--- config.mk ---
export PLATFORM = sky130hd
export DESIGN_NAME = event_encoder8
export DESIGN_NICKNAME = d
export VERILOG_FILES = /design/src/rtl/event_encoder8_pkg.sv /design/src/rtl/prio_enc8.sv /design/src/rtl/event_encoder8.sv
export SDC_FILE = /design/constraint.sdc
export NUM_CORES = 1
export LEC_CHECK = 0
export ABC_AREA = 1
export CORE_MARGIN = 2
export CORE_UTILIZATION = 47
export CTS_BUF_LIST = sky130_fd_sc_hd__clkbuf_16
export CTS_CLUSTER_DIAMETER = 40
export DETAILED_ROUTE_END_ITERATION = 8
export GPL_TIMING_DRIVEN = 0
export MAX_ROUTING_LAYER = met4
export PLACE_DENSITY = 0.92
export SYNTH_ARGS = -nofsm -noshare
export SYNTH_HDL_FRONTEND = slang
export SYNTH_SLANG_ARGS = --single-unit
--- constraint.sdc ---
create_clock -name CLK -period 3.8 [get_ports CLK]
set_input_delay 0.76 -clock CLK [delete_from_list [all_inputs] [get_ports CLK]]
set_output_delay 0.76 -clock CLK [all_outputs]
set_load 0.01 [all_outputs]
--- src/rtl/event_encoder8_pkg.sv ---
// Shared types and helpers for the 8-to-3 event encoder.
package encoder_pkg;

  localparam int unsigned N      = 8;
  localparam int unsigned CODE_W = 3;

  typedef enum logic [0:0] {
    IDLE = 1'b0,
    HOLD = 1'b1
  } state_t;

  // One-hot grant vector for a given code.
  function automatic logic [N-1:0] onehot_of(input logic [CODE_W-1:0] code);
    logic [N-1:0] oh;
    oh       = '0;
    oh[code] = 1'b1;
    return oh;
  endfunction

endpackage

--- src/rtl/prio_enc8.sv ---
// Combinational rotating priority encoder: searches pending downward from
// start, wrapping 0 -> 7. start = 3'b111 gives plain highest-index priority.
module prio_enc8
  import encoder_pkg::*;
(
  input  logic [N-1:0]      pending,
  input  logic [CODE_W-1:0] start,
  output logic [CODE_W-1:0] sel,
  output logic              any
);

  logic              found;
  logic [CODE_W-1:0] idx;

  // First set bit at or below start, modulo N.
  always_comb begin
    sel   = '0;
    found = 1'b0;
    idx   = '0;
    for (int unsigned k = 0; k < N; k++) begin
      idx = start - CODE_W'(k);
      if (!found && pending[idx]) begin
        sel   = idx;
        found = 1'b1;
      end
    end
    any = |pending;
  end

endmodule

--- src/rtl/event_encoder8.sv ---
// Sequential 8-to-3 event encoder: sticky pending register drained one code
// per VALID/READY handshake. Define EVENT_ENCODER8_ROUND_ROBIN_EN for
// rotating priority; otherwise highest index wins.
module event_encoder8
  import encoder_pkg::*;
(
  input  logic              CLK,
  input  logic              RST,
  input  logic [N-1:0]      REQ_IN,
  input  logic              READY_IN,
  output logic [CODE_W-1:0] CODE_OUT,
  output logic              VALID_OUT,
  output logic [N-1:0]      PENDING_OUT,
  output logic              OVERFLOW_OUT,
  input  logic              CLR_OVF
);

  state_t            state_q, state_d;
  logic [N-1:0]      pending_q, pending_d;
  logic [CODE_W-1:0] code_q, code_d;
  logic              valid_q, valid_d;
  logic              ovf_q, ovf_d;

  logic [N-1:0]      grant;
  logic              load;
  logic [CODE_W-1:0] sel;
  logic              any;
  logic [CODE_W-1:0] start;

`ifdef EVENT_ENCODER8_ROUND_ROBIN_EN
  logic [CODE_W-1:0] ptr_q, ptr_d;
  assign start = ptr_q;
`else
  assign start = '1;
`endif

  prio_enc8 u_prio (
    .pending (pending_q),
    .start   (start),
    .sel     (sel),
    .any     (any)
  );

  // Handshake FSM, grant generation, pending and overflow next-state.
  always_comb begin
    state_d = state_q;
    code_d  = code_q;
    valid_d = valid_q;
    load    = 1'b0;
    grant   = '0;
    unique case (state_q)
      IDLE: begin
        if (any) load = 1'b1;
      end
      HOLD: begin
        if (READY_IN) begin
          if (any) begin
            load = 1'b1;
          end else begin
            valid_d = 1'b0;
            state_d = IDLE;
          end
        end
      end
      default: begin
        state_d = IDLE;
        valid_d = 1'b0;
      end
    endcase
    if (load) begin
      grant   = onehot_of(sel);
      code_d  = sel;
      valid_d = 1'b1;
      state_d = HOLD;
    end
    // A request landing on its own grant edge re-arms the bit: no loss.
    pending_d = (pending_q & ~grant) | REQ_IN;
    // A new overflow beats a same-cycle clear.
    ovf_d     = (ovf_q & ~CLR_OVF) | (|(REQ_IN & pending_q & ~grant));
  end

`ifdef EVENT_ENCODER8_ROUND_ROBIN_EN
  // Pointer moves to just below the granted code, only on load edges.
  always_comb begin
    ptr_d = ptr_q;
    if (load) ptr_d = sel - CODE_W'(1);
  end

  // Rotating-priority pointer register.
  always_ff @(posedge CLK) begin
    if (RST) ptr_q <= '1;
    else     ptr_q <= ptr_d;
  end
`endif

  // State registers; reset drops any held code and all pending events.
  always_ff @(posedge CLK) begin
    if (RST) begin
      state_q   <= IDLE;
      pending_q <= '0;
      code_q    <= '0;
      valid_q   <= 1'b0;
      ovf_q     <= 1'b0;
    end else begin
      state_q   <= state_d;
      pending_q <= pending_d;
      code_q    <= code_d;
      valid_q   <= valid_d;
      ovf_q     <= ovf_d;
    end
  end

  assign CODE_OUT     = code_q;
  assign VALID_OUT    = valid_q;
  assign PENDING_OUT  = pending_q;
  assign OVERFLOW_OUT = ovf_q;

endmodule

==> flow_metrics.py, run 1 <==
metrics = {
    "setup_path": {
        "max_stage_delay_ps": 580,
        "crit_required_ps": 3040,
        "crit_buf_inv": 1,
        "worst_path_max_delay_cell": "clkdlybuf4s50_1",
        "crit_arrival_ps": 1270,
        "end_kind": "output pin",
        "critPathKind": "flip-flop to output pin",
        "crit_chain": "clkdlybuf4s50_1",
        "crit_family": "buffers and inverters",
        "critPathLaunchType": "flip-flop",
        "crit_fanout": 7,
    },
    "synthesis": {
        "ys.flop_type": "dfxtp_1",
        "synth_compound_area_share_pct": 12.9,
        "yosys.area_share.simple_pct": 36.4,
        "synth.area.mux_share_pct": 0,
        "synth_adder_area_share_pct": 0,
        "ys_types": 19,
        "yosysTopAreaCell": "dfxtp_1",
        "ys_warn_count": 0,
        "ys_seq_elements": 14,
        "syn_avg_cell_area_sq_um": 6.75,
        "synth_area_sq_um": 749,
        "synth_top_area_share_pct": 37.4,
        "synth_xor_area_share_pct": 0,
        "synth_cells": 111,
        "async_flop_share_pct": 0,
        "synth_top_family_by_area": "simple AND/OR/NAND/NOR gates",
        "synth_nets": 123,
        "yosysSeqAreaShare_pct": 37.4,
        "synth_edf_count": 0,
        "synth.area.top_cells": "dfxtp_1 (37%), nand2_1 (11%), nor2_1 (9.5%), inv_1 (9.0%), a21oi_1 (8.7%)",
    },
    "flow_run": {
        "drv_cap": 0,
    },
    "grt": {
        "grt_pass1_wl_um": 2990,
        "grt_max_degree": 11,
        "grt_use_total_pct": 22.0,
        "grt-ovfl-total": 0,
        "grt_pass1_vias": 719,
        "antenna_found_initial": 0,
    },
    "die": {
        "initial_core_util_pct": 49.8,
        "coreArea_sq_um": 1510,
        "die_w_um": 43.9,
        "die_h_um": 43.9,
        "die-area_sq_um": 1930,
        "pin_count": 25,
        "rows": 14,
    },
    "layout": {
        "design_area_sq_um": 1090,
        "nets": 152,
        "diodes": 0,
        "drive_gt1_share_pct": 10.8,
        "fillers": 122,
        "final_util_pct": 72.3,
        "syn2layout_area_growth_pct": 45.2,
    },
    "clocking": {
        "cts-root-buf": "clkbuf_16",
        "clock-sinks": 14,
        "cts-htree-levels": 1,
        "cts_tree": "done",
        "cts_buffer_depth": 2,
        "clk_pin_slew_ps": 40,
        "cts_resized": 0,
        "cts_buffers": 3,
        "clock_latency_ps": 240,
        "postCtsHoldBufs": 0,
        "post-cts-setup-buffers": 0,
    },
    "power": {
        "p_per_area_nw_per_um2": 433,
        "vdd_ir_drop_max_mv": 0.260,
        "p_leak_nw": 0.522,
    },
    "placement": {
        "placed_cell_area_sq_um": 1010,
        "globalplace.congestion": 0.805,
        "io_buffers": 24,
        "dp.final_hpwl_um": 1330,
    },
    "sta": {
        "fin_crit_sh_pct": 53.5,
        "post-route-min-period_ps": 2030,
        "fmax_mhz": 492,
        "rsz0062_at_grt": "no",
        "timing_hold_violations_final": 0,
        "finalSetupTns_ps": 0,
        "relSlewSlack_pct": 68.5,
        "worst_pin_slew_ps": 473,
        "setup_viol": 0,
        "final_max_slew_viol_count": 0,
        "clock_skew_ps": 3.06,
    },
    "detailed_routing": {
        "final_antenna_net_count": 0,
        "routed_wl_um": 1780,
        "drc": 0,
        "drt_iter0_markers": 17,
        "vias_per_cell": 5.00,
        "first_pass_iters": 4,
        "routedWlPerCell_um": 11.5,
        "dr_total_vias": 775,
    },
    "status": {
        "outcome": "completed",
    },
    "worst_hold_path": {
        "hp-class": "flip-flop to flip-flop",
    },
}
## kinds of logic (layout without fill, tap and decap cells)
group	Yosys count	in the layout
AND/OR/NAND/NOR	58	58
AO/OA/AOI/OAI	18	18
flip-flops	14	14
buffers and inverters	21	49
## state kept, by name, summed over array words and instances, names as in the netlist
name	flops
CODE_OUT	3
state_q	1
OVERFLOW_OUT	1
PENDING_OUT	8
VALID_OUT	1
## worst min-delay path, cell delays in order (launching register included)
cell and delay [ps]:
dfxtp_1 300, nand2_1 60, a21oi_1 60
## placed cells by master, fill, tap and decap left out, drive strengths merged
cell type      netlist  routed
nand2               27      27
clkdlybuf4s50        0      24
nor2                23      23
inv                 18      18
dfxtp               14      14
a21oi               14      14
nand3                4       4
clkbuf               1       4
o21ai                3       3
nor3                 2       2
clkinv               1       2
nand4                1       1
nor4                 1       1
buf                  1       1
o211ai               1       1
## layer usage
layer  up-vias  global-route usage (%)  wire length, um  share of wire [%]
met5         -                       -                0                  0
met1       347                    25.2              767                 43
met3         5                    3.75               77                4.3
li1        402                       -                -                  -
met4         0                    10.9               43                2.4
met2        21                    36.5              886                 50
## where the power goes
group          internal, mW  leakage, nW  switching (mW)  total, mW
registers             0.160        0.117          0.0124      0.172
logic                0.0514        0.366          0.0481     0.0995
clock network         0.139       0.0385          0.0605      0.200
total                 0.351        0.522           0.121      0.472
## synthesized netlist by cell type, types with 2 or more instances
| master | count |
|---|---|
| nor3_1 | 2 |
| nand2_4 | 2 |
| o21ai_1 | 3 |
| nor2_2 | 2 |
| nand2_2 | 3 |
| nand2_1 | 22 |
| inv_1 | 18 |
| a21oi_1 | 13 |
| nor2_1 | 19 |
| nand3_1 | 4 |
| dfxtp_1 | 14 |
| nor2_4 | 2 |
## through the flow
step | power (mW) | hold WS [ps] | worst slack, ps | std cells
global route | 0.495 | 493 | 1730 | 155
detailed placement | 0.273 | 462 | 1630 | 151
finish | 0.472 | 472 | 1770 | 155
CTS | 0.476 | 478 | 1770 | 155
floorplan | 0.228 | 487 | 2280 | 111
global placement | 0.270 | 460 | 1650 | 151
## path summary, 6_finish.rpt
check	start	end	slack [ps]	cells after the start
hold / removal	VALID_OUT	VALID_OUT	470	2
setup / recovery	PENDING_OUT[7]	PENDING_OUT[7]	1770	1
setup reg to reg	PENDING_OUT[3]	OVERFLOW_OUT	2340	10
hold reg to reg	VALID_OUT	VALID_OUT	470	2
## cell type report
cell class	instances	area, sq um	area share [%]
clock inverters	1	3.75	0.345
well taps	16	20.0	1.84
repair buffers	24	240	22.1
multi-input cells	76	369	33.9
flip-flops and latches	14	280	25.7
plain buffers	2	23.8	2.18
inverters	19	76.3	7.01
clock buffers	3	75.1	6.90
Note: power is estimated with default switching activity, not from simulation.
==> run 2, diff against run 1 <==
--- a/config.mk
+++ b/config.mk
@@ -7,13 +7,13 @@
 export LEC_CHECK = 0
 export ABC_AREA = 1
 export CORE_MARGIN = 2
-export CORE_UTILIZATION = 47
+export CORE_UTILIZATION = 39
 export CTS_BUF_LIST = sky130_fd_sc_hd__clkbuf_16
 export CTS_CLUSTER_DIAMETER = 40
 export DETAILED_ROUTE_END_ITERATION = 8
 export GPL_TIMING_DRIVEN = 0
 export MAX_ROUTING_LAYER = met4
-export PLACE_DENSITY = 0.92
+export PLACE_DENSITY = 0.83
 export SYNTH_ARGS = -nofsm -noshare
 export SYNTH_HDL_FRONTEND = slang
 export SYNTH_SLANG_ARGS = --single-unit
==> constraint.sdc (replaced) <==
create_clock -name CLK -period 1.8 [get_ports CLK]
set_input_delay 0.36 -clock CLK [delete_from_list [all_inputs] [get_ports CLK]]
set_output_delay 0.36 -clock CLK [all_outputs]
set_load 0.01 [all_outputs]
==> run 2 against run 1 <==
Core utilization down 10 points. Clock skew about the same. Cell area up 0.69%. Clock power up 100%. Highest routed layer unchanged.
==> flow_metrics.py, run 2 (same netlist as run 1, synthesis figures left out) <==
metrics = {
    "setup_path": {
        "r2r_slack_ps": 320,
        "reg2reg_from": "PENDING_OUT[3]",
        "worst_path_max_delay_cell": "clkdlybuf4s50_1",
        "crit_chain": "clkdlybuf4s50_1",
        "critPathLaunchType": "flip-flop",
        "max_stage_delay_ps": 580,
        "crit_required_ps": 1440,
        "crit_family": "buffers and inverters",
        "critPathKind": "flip-flop to output pin",
        "crit_fanout": 7,
        "rr_worst_depth": 10,
        "crit_arrival_ps": 1250,
        "end_kind": "output pin",
        "crit_buf_inv": 1,
        "r2r_end": "OVERFLOW_OUT",
    },
    "sta": {
        "post-route-min-period_ps": 1610,
        "relSlewSlack_pct": 69.0,
        "final_max_slew_viol_count": 0,
        "fmax_mhz": 621,
        "hold_ws_ps": 471,
        "clock_skew_ps": 3.16,
        "timing_hold_violations_final": 0,
        "finalSetupTns_ps": 0,
        "setup_viol": 0,
        "fin_crit_sh_pct": 89.5,
        "setup_ws_ps": 188,
        "worst_pin_slew_ps": 465,
        "rsz0062_at_grt": "no",
    },
    "clocking": {
        "cts_resized": 0,
        "cts-root-buf": "clkbuf_16",
        "post-cts-setup-buffers": 0,
        "cts-htree-levels": 1,
        "cts_buffer_depth": 2,
        "clock_latency_ps": 240,
        "clk_pin_slew_ps": 40,
        "cts_tree": "done",
        "cts_buffers": 3,
        "clock-sinks": 14,
        "postCtsHoldBufs": 0,
    },
    "placement": {
        "globalplace.congestion": 0.766,
        "io_buffers": 24,
        "dp.final_hpwl_um": 1320,
        "place_worst_setup_slack_ps": 28.0,
    },
    "flow_run": {
        "drv_cap": 0,
    },
    "layout": {
        "diodes": 0,
        "drive_gt1_share_pct": 10.9,
        "fillers": 161,
        "nets": 152,
        "multi_input_area_sq_um": 369,
        "seq_area_sq_um": 280,
        "final_util_pct": 62.1,
        "mostFrequentLayoutCell": "clkdlybuf4s50_1",
        "syn2layout_area_growth_pct": 46.2,
        "largest_reg_flops": 8,
        "layout_common_cells": "clkdlybuf4s50_1 (24), nand2_1 (22), nor2_1 (19), inv_1 (18), dfxtp_1 (14)",
    },
    "detailed_routing": {
        "dr_total_vias": 772,
        "final_antenna_net_count": 0,
        "dr_wl_met2_um": 945,
        "highest_layer": "met4",
        "wl_met3_um": 73,
        "drc": 0,
        "first_pass_iters": 4,
        "routed_wl_um": 1830,
        "vias_per_cell": 4.74,
        "drt_iter0_markers": 22,
        "met1Wirelength_um": 780,
        "routedWlPerCell_um": 11.2,
    },
    "worst_hold_path": {
        "min_path_cells": 2,
        "holdPathEnd": "VALID_OUT",
        "worstHoldStart": "VALID_OUT",
        "hp-class": "flip-flop to flip-flop",
    },
    "grt": {
        "antenna_found_initial": 0,
        "grt_pass1_wl_um": 2820,
        "grt_use_total_pct": 18.6,
        "grt_max_degree": 11,
        "grt-ovfl-total": 0,
        "grt_pass1_vias": 689,
    },
    "die": {
        "die-area_sq_um": 2290,
        "pin_count": 25,
        "rows": 15,
        "initial_core_util_pct": 42.5,
        "coreArea_sq_um": 1760,
        "die_h_um": 47.8,
        "die_w_um": 47.8,
    },
    "power": {
        "p_leak_nw": 0.520,
        "p_per_area_nw_per_um2": 895,
        "vdd_ir_drop_max_mv": 0.602,
    },
    "status": {
        "outcome": "completed",
    },
}
run 2: changes by cell type in the layout (fill, tap and decap cells not counted):
cell      before  now
clkinv_1       1    0
run 2: worst max path at each step:
stage                    from        endpoint  slack, ps  cells after the start
2_1_floorplan  PENDING_OUT[7]    OVERFLOW_OUT        450                     10
3_5_place_dp         READY_IN    OVERFLOW_OUT         30                      9
5_1_grt        PENDING_OUT[7]  PENDING_OUT[7]        130                      1
3_3_place_gp         READY_IN    OVERFLOW_OUT         40                      9
4_1_cts        PENDING_OUT[7]  PENDING_OUT[7]        190                      1
6_report       PENDING_OUT[7]  PENDING_OUT[7]        190                      1
run 2: layer usage:
metal | vias to the layer above | global-route usage (%)
met4 | 0 | 8.65
met5 | - | -
li1 | 399 | -
met2 | 19 | 30.7
met1 | 350 | 20.6
met3 | 4 | 5.28
run 2: per-stage QoR:
step	instance area, sq um	power, mW	cells
floorplan	749	0.481	111
global placement	1020	0.572	160
detailed placement	1020	0.578	160
CTS	1100	0.985	163
global route	1100	1.02	163
finish	1100	0.981	163
run 2: area by class of cell:
class | count | area share [%]
buffer | 2 | 2.17
sequential | 14 | 25.6
inverter | 19 | 6.96
clock buffer | 3 | 6.85
multi-input combinational | 76 | 33.7
tap | 25 | 2.85
timing repair buffer | 24 | 21.9
run 2: where the power goes:
part / total (mW) / internal [mW] / switching [mW]
Clock: 0.405 / 0.289 / 0.116
Sequential: 0.365 / 0.338 / 0.0262
Combinational: 0.211 / 0.109 / 0.103
Total: 0.981 / 0.736 / 0.245
